**src/rtl/ddio_pkg.sv**
```systemverilog
// Shared definitions for the DDR input capture block.
package ddio_pkg;

    localparam int unsigned DDIO_DEFAULT_WIDTH = 8;

    typedef logic [DDIO_DEFAULT_WIDTH-1:0] ddio_lane_t;

endpackage : ddio_pkg

```
**src/rtl/ddio_in_bit.sv**
```systemverilog
// One lane of DDR input capture: rising and falling samples re-aligned to the rising edge.
// Optional output register stage enabled by defining DDIO_IN_OUTREG_EN.
module ddio_in_bit
    import ddio_pkg::*;
(
    input  logic inclock,
    input  logic aclr_n,
    input  logic datain,
    output logic dataout_h,
    output logic dataout_l
);

    logic rise_q;
    logic fall_q;
    logic fall_rq;

    // Rising-edge sample, and the falling sample moved into the rising domain so it
    // pairs with the rise that follows it (the earlier bit ends up on the low output).
    always_ff @(posedge inclock or negedge aclr_n) begin
        if (!aclr_n) begin
            rise_q  <= 1'b0;
            fall_rq <= 1'b0;
        end else begin
            rise_q  <= datain;
            fall_rq <= fall_q;
        end
    end

    always_ff @(negedge inclock or negedge aclr_n) begin
        if (!aclr_n) begin
            fall_q <= 1'b0;
        end else begin
            fall_q <= datain;
        end
    end

`ifdef DDIO_IN_OUTREG_EN
    logic out_h_q;
    logic out_l_q;

    always_ff @(posedge inclock or negedge aclr_n) begin
        if (!aclr_n) begin
            out_h_q <= 1'b0;
            out_l_q <= 1'b0;
        end else begin
            out_h_q <= rise_q;
            out_l_q <= fall_rq;
        end
    end

    assign dataout_h = out_h_q;
    assign dataout_l = out_l_q;
`else
    assign dataout_h = rise_q;
    assign dataout_l = fall_rq;
`endif

endmodule : ddio_in_bit

```
**src/rtl/ddio_in.sv**
```systemverilog
// Parallel DDR input capture for WIDTH independent lanes, outputs aligned to the rising edge.
// Define DDIO_IN_OUTREG_EN to add one output register cycle on both buses.
module ddio_in
    import ddio_pkg::*;
#(
    parameter int unsigned WIDTH = DDIO_DEFAULT_WIDTH
) (
    input  logic             inclock,
    input  logic             aclr_n,
    input  logic [WIDTH-1:0] datain,
    output logic [WIDTH-1:0] dataout_h,
    output logic [WIDTH-1:0] dataout_l
);

    for (genvar lane = 0; lane < WIDTH; lane++) begin : g_lane
        ddio_in_bit u_bit (
            .inclock   (inclock),
            .aclr_n    (aclr_n),
            .datain    (datain[lane]),
            .dataout_h (dataout_h[lane]),
            .dataout_l (dataout_l[lane])
        );
    end

endmodule : ddio_in

```
**config.mk**
```make
export PLATFORM = sky130hd
export DESIGN_NAME = ddio_in
export DESIGN_NICKNAME = d
export VERILOG_FILES = /design/src/rtl/ddio_pkg.sv /design/src/rtl/ddio_in_bit.sv /design/src/rtl/ddio_in.sv
export SDC_FILE = /design/constraint.sdc
export NUM_CORES = 1
export LEC_CHECK = 0
export CAP_MARGIN = 10
export CORE_AREA = 2 2 39 41
export CTS_CLUSTER_DIAMETER = 100
export DETAILED_ROUTE_END_ITERATION = 8
export DIE_AREA = 0 0 41 43
export DONT_BUFFER_PORTS = 1
export PLACE_DENSITY = 0.79
export SETUP_SLACK_MARGIN = 0.2
export SLEW_MARGIN = 20
export SYNTH_ARGS = -nofsm -noshare
export SYNTH_HDL_FRONTEND = slang
export SYNTH_SLANG_ARGS = --single-unit
```
**constraint.sdc**
```tcl
create_clock -name inclock -period 0.96 [get_ports inclock]
set_clock_uncertainty 0.05 [all_clocks]
set_input_delay 0.288 -clock inclock [delete_from_list [all_inputs] [get_ports inclock]]
set_output_delay 0.288 -clock inclock [all_outputs]
set_load 0.005 [all_outputs]
```
==> results.yml, run 1 <==
route:
  wl_um: 689
  wl_per_cell_um: 13.5
  vias: 229
  dr.pass1.iters: 2
  drt-initial-drc-count: 1
  drc_errors: 0
  drt-vias-per-instance: 4.49
  drtAntennaViolNets: 0
setup_path:
  reg2reg_setup_slack_ps: -30
  required_ps: 620
  cp-startpoint: "g_lane[2].u_bit.dataout_h$_DFF_PN0_"
  crit_fanout: 1
  rr_worst_depth: 0
  r2r-end: "g_lane[2].u_bit.dataout_l$_DFF_PN0_"
  cp.arrival_ps: 690
  timing.rr.start: "g_lane[2].u_bit.fall_q$_DFF_NN0_"
  endpoint_kind: "output pin"
  crit_type: "flip-flop to output pin"
  critPathLaunchType: "flip-flop"
clock_network:
  cts_tree: "built"
  cts-root-buf: "clkbuf_4"
  ctsHoldBuffers: 8
  cts-buffers-inserted: 3
  post_cts_resized: 0
  htree_levels: 1
  cts.path.max_buffers: 2
  clock_latency_ps: 290
  clkSlewWorstSetupHoldPaths_ps: 100
  cts_num_sinks: 24
timing:
  relSlewSlack_pct: 93.0
  min_period_ps: 1030
  finalSetupViolCount: 24
  fin_ws_ps: -67.8
  period_share_pct: 107
  finalHoldViolations: 16
  tns_ps: -1080
  rsz0062_at_grt: "yes"
  drv_slew: 0
  hold_slack_ps: -370
  tightest_slew_ps: 105
  clock.fmax_ghz: 0.973
yosys:
  synthArstFlopShare_pct: 100
  synth.distinct_cells: 3
  synth_compound_area_share_pct: 0
  synthMuxAreaShare_pct: 0
  synthTopCellsByArea: "dfrtp_1, dfrtn_1, buf_4"
  synthFlopType: "dfrtp_1"
  synth_top_cell_area_share_pct: 55.6
  ys_seq_area_share_pct: 83.3
  yosysTopAreaCell: "dfrtp_1"
  avgSynthCellArea_um2: 18.0
  synth_cells: 40
  synth-edff-count: 0
  ys_ff_latch: 24
  synth_fa_ha_area_share_pct: 0
  synthesis.nets: 50
  synth_xor_xnor_area_share_pct: 0
  synth_simple_gate_area_share_pct: 0
  yosys_warnings: 0
  synth_top_family_by_area: "buffers and inverters"
  syn_area_um2: 721
  synth_common_cells: "buf_4, dfrtp_1, dfrtn_1"
flow_run:
  timing.max_cap.violations: 0
floorplan:
  initial_core_util_pct: 52.1
  die_x_um: 41
  rows: 14
  die-area_um2: 1760
  die-height_um: 43
  core_area_um2: 1380
  io_pins: 26
status:
  outcome: "finished, violations left"
  violations: "negative hold slack, negative setup slack"
global_route:
  antenna_found_initial: 0
  grt_max_degree: 25
  grt_use_total_pct: 9.65
  grt_pass1_wl_mm: 1.09
  grt_pass1_vias: 246
  grt_overflow_total: 0
cells_and_area:
  nMultiInputCombCells: 0
  multi_input_area_um2: 0
  layout-drive-gt1-share_pct: 8.57
  final_core_util_pct: 52.3
  diodes: 0
  area_growth_pct: 0.347
  final_net_count: 47
hold_path:
  hold_class: "input pin to asynchronous set/reset pin"
power_and_ir_drop:
  power_density_nw_per_um2: 2060
  p_leak_nw: 0.327
  peakVddDrop_mv: 1.03
placement:
  port_buffers: 0
  routabilityCongestion: 0.610
placed cells by master, fill, tap and decap left out, drive strengths merged:
cell type    Yosys  layout
dfrtp           16      16
dfrtn            8       8
dlygate4sd3      0       8
clkbuf           0       3
registers in the layout, summed over array words and instances, names as in the netlist:
register,count
g_lane.u_bit.fall_q,8
g_lane.u_bit.dataout_h,8
g_lane.u_bit.dataout_l,8
how the worst max path moves through the flow:
| stage | cells past startpoint | endpoint | slack (ps) |
|---|---|---|---|
| global route | 0 | dataout_l[5] | -120 |
| floorplan | 0 | g_lane[0].u_bit.fall_q$_DFF_NN0_ | -2 |
| detailed placement | 0 | g_lane[2].u_bit.dataout_l$_DFF_PN0_ | -20 |
| finish | 0 | dataout_h[2] | -70 |
| CTS | 0 | dataout_h[2] | -90 |
| global placement | 0 | g_lane[5].u_bit.fall_q$_DFF_NN0_ | -3 |
logic make-up after synthesis:
logic type             count (synthesis)
flip-flops                            24
buffers and inverters                 16
final cells by class:
type                    instances  area, µm²
fillers                       104        661
flip-flops and latches         24        601
repair buffers                  8       80.1
clock buffers                   3       22.5
well taps                      16       20.0
report_power, final:
| part | leakage [nW] | internal [mW] | switching (mW) | total, mW |
|---|---|---|---|---|
| logic | 0.0334 | 0.0214 | 0.00341 | 0.0248 |
| registers | 0.280 | 1.06 | 0.0220 | 1.09 |
| clock network | 0.0138 | 0.146 | 0.235 | 0.381 |
| total | 0.327 | 1.23 | 0.261 | 1.49 |
what timing repair did:
item | 4_1_cts | 5_1_grt
gates cloned | 0 | 0
endpoints found under the hold margin | 32 | 24
setup buffers | 0 | 0
setup endpoints to repair | 24 | 24
routing by layer:
| layer | global-route usage, % | part of all wire [%] | up-vias |
|---|---|---|---|
| li1 | - | - | 95 |
| met1 | 13.1 | 36 | 119 |
| met5 | 0 | 0 | - |
| met2 | 13.1 | 51 | 15 |
| met4 | 6.00 | 0 | 0 |
| met3 | 3.14 | 13 | 0 |
through the flow:
stage | power [mW] | worst slack, ps | hold slack (ps) | instances | area, µm²
finish | 1.49 | -67.8 | -370 | 51 | 723
global route | 1.57 | -116 | -408 | 51 | 723
CTS | 1.51 | -86.7 | -384 | 51 | 723
detailed placement | 1.11 | -15.3 | -57.0 | 40 | 621
global placement | 1.11 | -2.60 | -57.1 | 40 | 621
floorplan | 1.17 | -2.42 | -57.6 | 40 | 781
Note: power is estimated with default switching activity, not from simulation.
==> run 2, diff against run 1 <==
Clock period 0.96 ns to 1.1 ns, I/O delays scaled along.
==> run 2 against run 1 <==
  * The flow now finishes without violations
  * Combinational power is 44% higher
  * Sequential share of layout area is 2.9 points lower
  * Cell count is 3.9% higher
  * Setup slack better by 92 ps
  * First-iteration DRC count stayed put
  * Sequential power is 13% lower
  * Via count is 0.87% higher
  * Critical endpoint is now dataout_h[0]
==> results.yml, run 2 (synthesis gave the netlist of run 1 again) <==
route:
  drc_errors: 0
  drtAntennaViolNets: 0
  drt-initial-drc-count: 1
  drt-vias-per-instance: 4.36
  vias: 231
  dr.pass1.iters: 3
  wl_per_cell_um: 14.2
  wl_um: 753
cells_and_area:
  nMultiInputCombCells: 0
  final_core_util_pct: 54.2
  diodes: 0
  layout_commonest_cell: "dfrtp_1"
  fill_cells: 110
  final_cell_mix: "dfrtp_1, dfrtn_1, dlygate4sd3_1"
  final_net_count: 48
  multi_input_area_um2: 0
  area_growth_pct: 3.99
  layout-drive-gt1-share_pct: 10.8
placement:
  place_ws_ps: 25.4
  routabilityCongestion: 0.532
  port_buffers: 0
clock_network:
  cts_num_sinks: 24
  clkSlewWorstSetupHoldPaths_ps: 110
  cts-buffers-inserted: 3
  cts_tree: "built"
  htree_levels: 1
  postCtsSetupBuffers: 0
  cts-root-buf: "clkbuf_4"
  cts.path.max_buffers: 2
  clock_latency_ps: 290
timing:
  period_share_pct: 97.8
  finalSetupViolCount: 0
  min_period_ps: 1080
  clock.fmax_ghz: 0.929
  fin_ws_ps: 23.9
  drv_slew: 0
  rsz0062_at_grt: "yes"
  relSlewSlack_pct: 55.0
  tightest_slew_ps: 675
  finalHoldViolations: 0
floorplan:
  core_area_um2: 1380
  die-area_um2: 1760
  die_x_um: 41
  initial_core_util_pct: 52.1
  die-height_um: 43
  rows: 14
  io_pins: 26
status:
  outcome: "finished clean"
setup_path:
  cp.arrival_ps: 700
  reg2reg_setup_slack_ps: 50
  endpoint_kind: "output pin"
  required_ps: 720
  crit_fanout: 1
  crit_type: "flip-flop to output pin"
  critPathLaunchType: "flip-flop"
global_route:
  grt_use_total_pct: 11.1
  grt_pass1_vias: 266
  grt_max_degree: 17
  grt_overflow_total: 0
  grt_pass1_wl_mm: 1.20
  antenna_found_initial: 0
power_and_ir_drop:
  p_total_mw: 1.40
  peakVddDrop_mv: 0.808
  p_leak_nw: 0.347
  power_density_nw_per_um2: 1870
hold_path:
  hold_class: "input pin to asynchronous set/reset pin"
flow_run:
  timing.max_cap.violations: 0
==> run 2: changes by cell type in the layout (fill, tap and decap cells not counted) <==
cell,before,now
dlymetal6s4s_1,0,1
clkbuf_8,0,1
==> run 2: routing by layer <==
| metal | up-vias | part of all wire [%] | GRT usage, % |
|---|---|---|---|
| met5 | - | 0 | 0 |
| met4 | 0 | 2.9 | 12.0 |
| met3 | 2 | 8.4 | 2.09 |
| met2 | 12 | 55 | 15.9 |
| met1 | 118 | 34 | 12.2 |
| li1 | 99 | - | - |
==> run 2: worst paths after layout <==
path	from	depth (start not counted)	to
setup / recovery	g_lane[0].u_bit.dataout_h$_DFF_PN0_	0	dataout_h[0]
hold / removal	aclr_n	1	g_lane[4].u_bit.dataout_l$_DFF_PN0_
setup reg to reg	g_lane[1].u_bit.fall_q$_DFF_NN0_	0	g_lane[1].u_bit.dataout_l$_DFF_PN0_
hold reg to reg	g_lane[5].u_bit.fall_q$_DFF_NN0_	0	g_lane[5].u_bit.dataout_l$_DFF_PN0_
max in group asynchronous	aclr_n	1	g_lane[3].u_bit.dataout_h$_DFF_PN0_
min in group inclock	datain[0]	0	g_lane[0].u_bit.fall_q$_DFF_NN0_
==> run 2: area by class of cell <==
cell class,instances,area [µm²],share of cell area (%)
sequential,24,601,80.1
clock buffer,4,36.3,4.84
tap,16,20.0,2.67
timing repair buffer,9,92.6,12.4
==> run 2: timing repair <==
action,CTS,global route
endpoints found under the setup margin,24,40
hold buffers,9,0
endpoints found under the hold margin,24,0
resized for setup,0,1
==> run 2: power by group <==
part	switching [mW]	total (mW)	internal (mW)	leakage [nW]
clock	0.218	0.420	0.202	0.0210
combinational	0.0141	0.0358	0.0218	0.0465
sequential	0.0182	0.947	0.929	0.280
total	0.250	1.40	1.15	0.347
==> run 2: stage by stage <==
stage / instances / hold slack [ps] / cell area [µm²] / TNS (ps)
4_1_cts: 53 / 95.7 / 747 / 0
2_1_floorplan: 40 / -15.6 / 721 / 0
6_report: 53 / 74.0 / 749 / 0
5_1_grt: 53 / 78.1 / 749 / -171
3_5_place_dp: 40 / -15.2 / 621 / 0
3_3_place_gp: 40 / -15.1 / 621 / 0
